[config.mk]
export PLATFORM = sky130hd
export DESIGN_NAME = reg_file
export DESIGN_NICKNAME = d
export VERILOG_FILES = /design/src/rtl/reg_file.sv
export SDC_FILE = /design/constraint.sdc
export NUM_CORES = 2
export LEC_CHECK = 0
export BUFFER_PORTS_ARGS = -buffer_cell sky130_fd_sc_hd__buf_2
export CORE_MARGIN = 10
export CORE_UTILIZATION = 35
export DETAILED_ROUTE_END_ITERATION = 10
export GPL_ROUTABILITY_DRIVEN = 0
export GPL_TIMING_DRIVEN = 0
export PLACE_DENSITY = 0.56
export SETUP_SLACK_MARGIN = 0.02
export SLEW_MARGIN = 20
export SYNTH_ARGS = -nofsm -noshare
export SYNTH_HDL_FRONTEND = slang
export SYNTH_SLANG_ARGS = --single-unit
[constraint.sdc]
create_clock -name clk -period 5.5 [get_ports clk]
set_input_delay 0.55 -clock clk [delete_from_list [all_inputs] [get_ports clk]]
set_output_delay 0.55 -clock clk [all_outputs]
set_load 0.03 [all_outputs]
[src/rtl/reg_file.sv]
// reg_file: 32 x 32-bit register file for the write-back stage.
//   clk         system clock, rising-edge updates
//   rst_n       asynchronous active-low reset, clears registers and counter
//   RegWrite    write enable
//   write_reg   destination index, write_data the value to commit
//   read_reg1/2 combinational read ports -> read_data1/2 (optionally write-first)
//   dbg_addr    debug read port -> dbg_data, always the stored value
//   wr_count    committed writes since reset, wraps silently
module reg_file #(
  parameter bit BYPASS = 1'b1
) (
  input  logic        clk,
  input  logic        rst_n,
  input  logic        RegWrite,
  input  logic [4:0]  write_reg,
  input  logic [31:0] write_data,
  input  logic [4:0]  read_reg1,
  input  logic [4:0]  read_reg2,
  output logic [31:0] read_data1,
  output logic [31:0] read_data2,
  input  logic [4:0]  dbg_addr,
  output logic [31:0] dbg_data,
  output logic [31:0] wr_count
);
  logic [31:0] regs_q [1:31];
  logic [31:0] regs_d [1:31];
  logic [31:0] wr_count_q, wr_count_d;
  logic        we;
  logic        byp1, byp2;
  // index 0 never commits and never counts
  assign we = RegWrite && (write_reg != 5'd0);
  always_comb begin
    regs_d     = regs_q;
    wr_count_d = wr_count_q;
    if (we) begin
      regs_d[write_reg] = write_data;
      wr_count_d        = wr_count_q + 32'd1;
    end
  end
  always_ff @(posedge clk or negedge rst_n) begin
    if (!rst_n) begin
      regs_q     <= '{default: 32'd0};
      wr_count_q <= 32'd0;
    end else begin
      regs_q     <= regs_d;
      wr_count_q <= wr_count_d;
    end
  end
  function automatic logic [31:0] stored(input logic [4:0] a);
    return (a == 5'd0) ? 32'd0 : regs_q[a];
  endfunction
  // bypass is suppressed while reset is held so outputs stay at zero
  assign byp1 = BYPASS && rst_n && we && (read_reg1 == write_reg);
  assign byp2 = BYPASS && rst_n && we && (read_reg2 == write_reg);
  assign read_data1 = byp1 ? write_data : stored(read_reg1);
  assign read_data2 = byp2 ? write_data : stored(read_reg2);
  assign dbg_data   = stored(dbg_addr);
  assign wr_count   = wr_count_q;
endmodule

==> results_dict.tcl <==
set metrics [dict create \
    status "complete, but fails checks" \
    violations "setup timing" \
    grt_setup_unrepaired "false" \
    h-tree-depth 3 \
    fp.dieW_um 443 \
    arrival_ns 5.06 \
    cts-buffers-inserted 115 \
    rrSetupSlack_ns 3.22 \
    drtIter0Drc 6465 \
    grt_util_all_layers_pct 26.6 \
    intPower_w 0.0176 \
    startpoint_type "input pin" \
    path_common_cell "buf_2" \
    hpwl_mm 192 \
    pwr-share-comb_pct 27.3 \
    crit_path_cell_trace "buf_2, buf_2, buf_2, clkbuf_1, nand3b_1, o221ai_1, a21oi_1, nand2_1, a32o_1, buf_2" \
    num_rows 155 \
    drt.antenna.violating_nets 0 \
    area_delta_synth_final_pct 13.2 \
    crit_path_start "read_reg2[2]" \
    die_h_um 443 \
    fin_crit_ns 5.61 \
    endpoint "read_data2[17]" \
    finish.utilization_pct 39.8 \
    via_count 45900 \
    synthDistinctLibCells 46 \
    p_leak_nw 29.4 \
    wl_per_cell_um 39.2 \
    cpMaxStageDelayCell "nand3b_1" \
    cp.depth 10 \
    finalInstanceArea_mm2 0.0708 \
    vdd_drop_max_v 0.000267 \
    r2r_start "wr_count[0]" \
    final_max_slew_viol_count 0 \
    worstPathMaxFanout 10 \
    multi_input_area_mm2 0.0348 \
    tightest_slew_ns 1.34 \
    synth_seq_cells 1024 \
    synth-seq-area-share_pct 40.9 \
    synthesis.nets 4138 \
    wl_mm 269 \
    die-area_mm2 0.196 \
    synth.avg_cell_area_um2 15.3 \
    rr_worst_depth 6 \
    cts_root_buf "clkbuf_16" \
    tritoncts "yes" \
    placed_cells 6620 \
    async_flop_share_pct 100 \
    powerDensity_mw_per_mm2 365 \
    min_path_type "in2reg" \
    finalWorstSetupSlack_ns -0.112 \
    register_area_mm2 0.0256 \
    core_area_mm2 0.178 \
    dp_slack_ns 0.190 \
    antenna_found_initial 21 \
    synthesis.area_mm2 0.0626 \
    cp_num_buf_inv 5 \
    final-setup-viol-count 1 \
    grt_max_degree 132 \
    dpl_cell_area_mm2 0.0667 \
    switching_share_pct 32.1 \
    first_pass_iters 6 \
    cts_buffer_depth 3 \
    r2r-end "wr_count[26]" \
    fin_tns_setup_ns -0.112 \
    cts.sinks 1024 \
    cap_violations 0 \
    ys_warn_count 0 \
    synth_flop_cell "dfrtp_1" \
    fmax_mhz 178 \
    p_sw_w 0.00830 \
    critPathMaxStageDelay_ns 0.96 \
    ios 183 \
    path_delay_family "buffers and inverters" \
    clk_latency_ns 0.77 \
    vias_per_cell 6.69 \
    max-slew-margin-rel_pct 10.4 \
    clkPwrFrac_pct 32.2 \
    seq_power_share_pct 40.5 \
    synth_edf_count 0 \
    synth_cells 4082 \
    crit_required_ns 4.95 \
    hold_viol_final 0 \
    n_fill_cell 16700 \
    nets 4440 \
    grt_pass1_vias 45300 \
    finClkSkew_ns 0.0226 \
    clk_pin_slew_ns 0.06 \
    grt_pass1_wl_mm 370 \
    drc 0 \
    worstSetupPathType "in2out" \
    layoutNonFillerInstCount 6857 \
    overflow 0 \
    start_util_pct 35.2 \
    period_share_pct 102 \
    drive_gt1_share_pct 54.2 \
    cp-end-kind "primary output" \
    port_buffers 171 \
]
## through the flow
step	total power, W	hold slack (ns)
floorplan	0.0150	0.254
detailed placement	0.0175	0.472
global route	0.0267	0.0895
finish	0.0259	0.104
CTS	0.0258	0.0659
global placement	0.0173	0.455
## metal layers
layer / routed length, um / up-vias / global-route usage, %
li1: - / 17200 / -
met1: 102000 / 24800 / 33.9
met2: 118000 / 3098 / 39.6
met3: 28100 / 767 / 7.78
met4: 21500 / 8 / 16.8
met5: 42 / - / 0.415
## state kept, by name, indices dropped and copies added, names as in the netlist
name and flops:
regs_q 992, wr_count 32
## repair_timing
item	4_1_cts	5_1_grt
gates resized for setup	0	8
hold buffers	2	0
hold endpoints to repair	104	0
endpoints found under the setup margin	0	18
setup buffers	0	0
## kinds of logic (layout without fill, tap and decap cells)
logic type / count (synthesis) / count (layout) / synth area share, %
flops: 1024 / 1024 / 40.9
mux: 1961 / 1961 / 48.0
other cells: 0 / 19 / 0
compound gates: 386 / 386 / 5.50
simple gates: 186 / 186 / 1.54
fa+ha+maj: 1 / 1 / 0.0200
xor+xnor: 41 / 41 / 0.574
buf+inv: 483 / 884 / 3.46
## power groups by stage
stage,clock (W),sequential [W],combinational (W)
3_5_place_dp,0,0.0105,0.00696
5_1_grt,0.00869,0.0106,0.00732
3_3_place_gp,0,0.0104,0.00684
2_1_floorplan,0,0.0101,0.00490
4_1_cts,0.00838,0.0104,0.00698
6_report,0.00833,0.0105,0.00707
## synthesized netlist by cell type (6+ instances only)
master / instances / area share (%)
nand3_1: 19 / 0.15
mux2i_1: 104 / 1.7
a22oi_1: 11 / 0.13
o31ai_1: 10 / 0.12
mux4_2: 716 / 26
nor2b_1: 19 / 0.19
a22o_1: 118 / 1.7
mux2_2: 1141 / 21
a221oi_1: 74 / 1.0
buf_1: 65 / 0.39
a221o_1: 74 / 1.2
buf_6: 17 / 0.31
and4_1: 7 / 0.098
a21oi_1: 10 / 0.080
dfrtp_1: 1024 / 41
a32o_1: 31 / 0.50
buf_2: 96 / 0.77
nand4_1: 6 / 0.060
and2_1: 6 / 0.060
o221ai_1: 31 / 0.43
clkbuf_1: 276 / 1.7
nor3_1: 39 / 0.31
buf_4: 27 / 0.32
nor2_1: 25 / 0.15
a211o_1: 21 / 0.29
xnor2_1: 36 / 0.50
nand2_1: 41 / 0.25
## layout make-up
cell class,count,share of cell area [%]
flip-flops and latches,1024,36.2
diodes,19,0.0671
repair buffers,185,1.69
plain buffers,482,3.15
well taps,2355,4.16
clock buffers,170,4.72
multi-input cells,2575,49.1
clock inverters,46,0.890
inverters,1,0.00530
## worst min path at each step
stage / startpoint / end / slack, ns / cells after the start
floorplan: rst_n / regs_q[0] / 0.25 / 0
detailed placement: wr_count[31] / wr_count[31] / 0.47 / 1
finish: write_data[29] / regs_q[29] / 0.10 / 2
CTS: write_data[29] / regs_q[29] / 0.07 / 2
global placement: wr_count[31] / wr_count[31] / 0.45 / 1
global route: write_data[29] / regs_q[61] / 0.09 / 2
## cells in the final DEF (no fill, tap or decap), types with 6 or more instances in the layout
cell type / count
buf_2: 274
and4_1: 7
a221oi_1: 74
bufinv_16: 13
nor2_1: 25
a21oi_1: 10
o221ai_1: 31
dfrtp_1: 1024
mux4_2: 716
o31ai_1: 10
nand4_1: 6
buf_16: 10
clkinv_2: 17
clkbuf_8: 26
buf_6: 19
a22o_1: 118
clkbuf_16: 115
a32o_1: 31
nor2b_1: 19
nand3_1: 18
clkbuf_2: 47
a22oi_1: 11
buf_4: 27
xnor2_1: 36
a211o_1: 21
mux2_2: 1141
buf_1: 55
diode_2: 19
nand2_1: 41
nor3_1: 36
mux2i_1: 104
a221o_1: 74
and2_1: 6
clkinvlp_4: 6
clkbuf_1: 260
No activity file was read; power rests on OpenSTA's default activity.
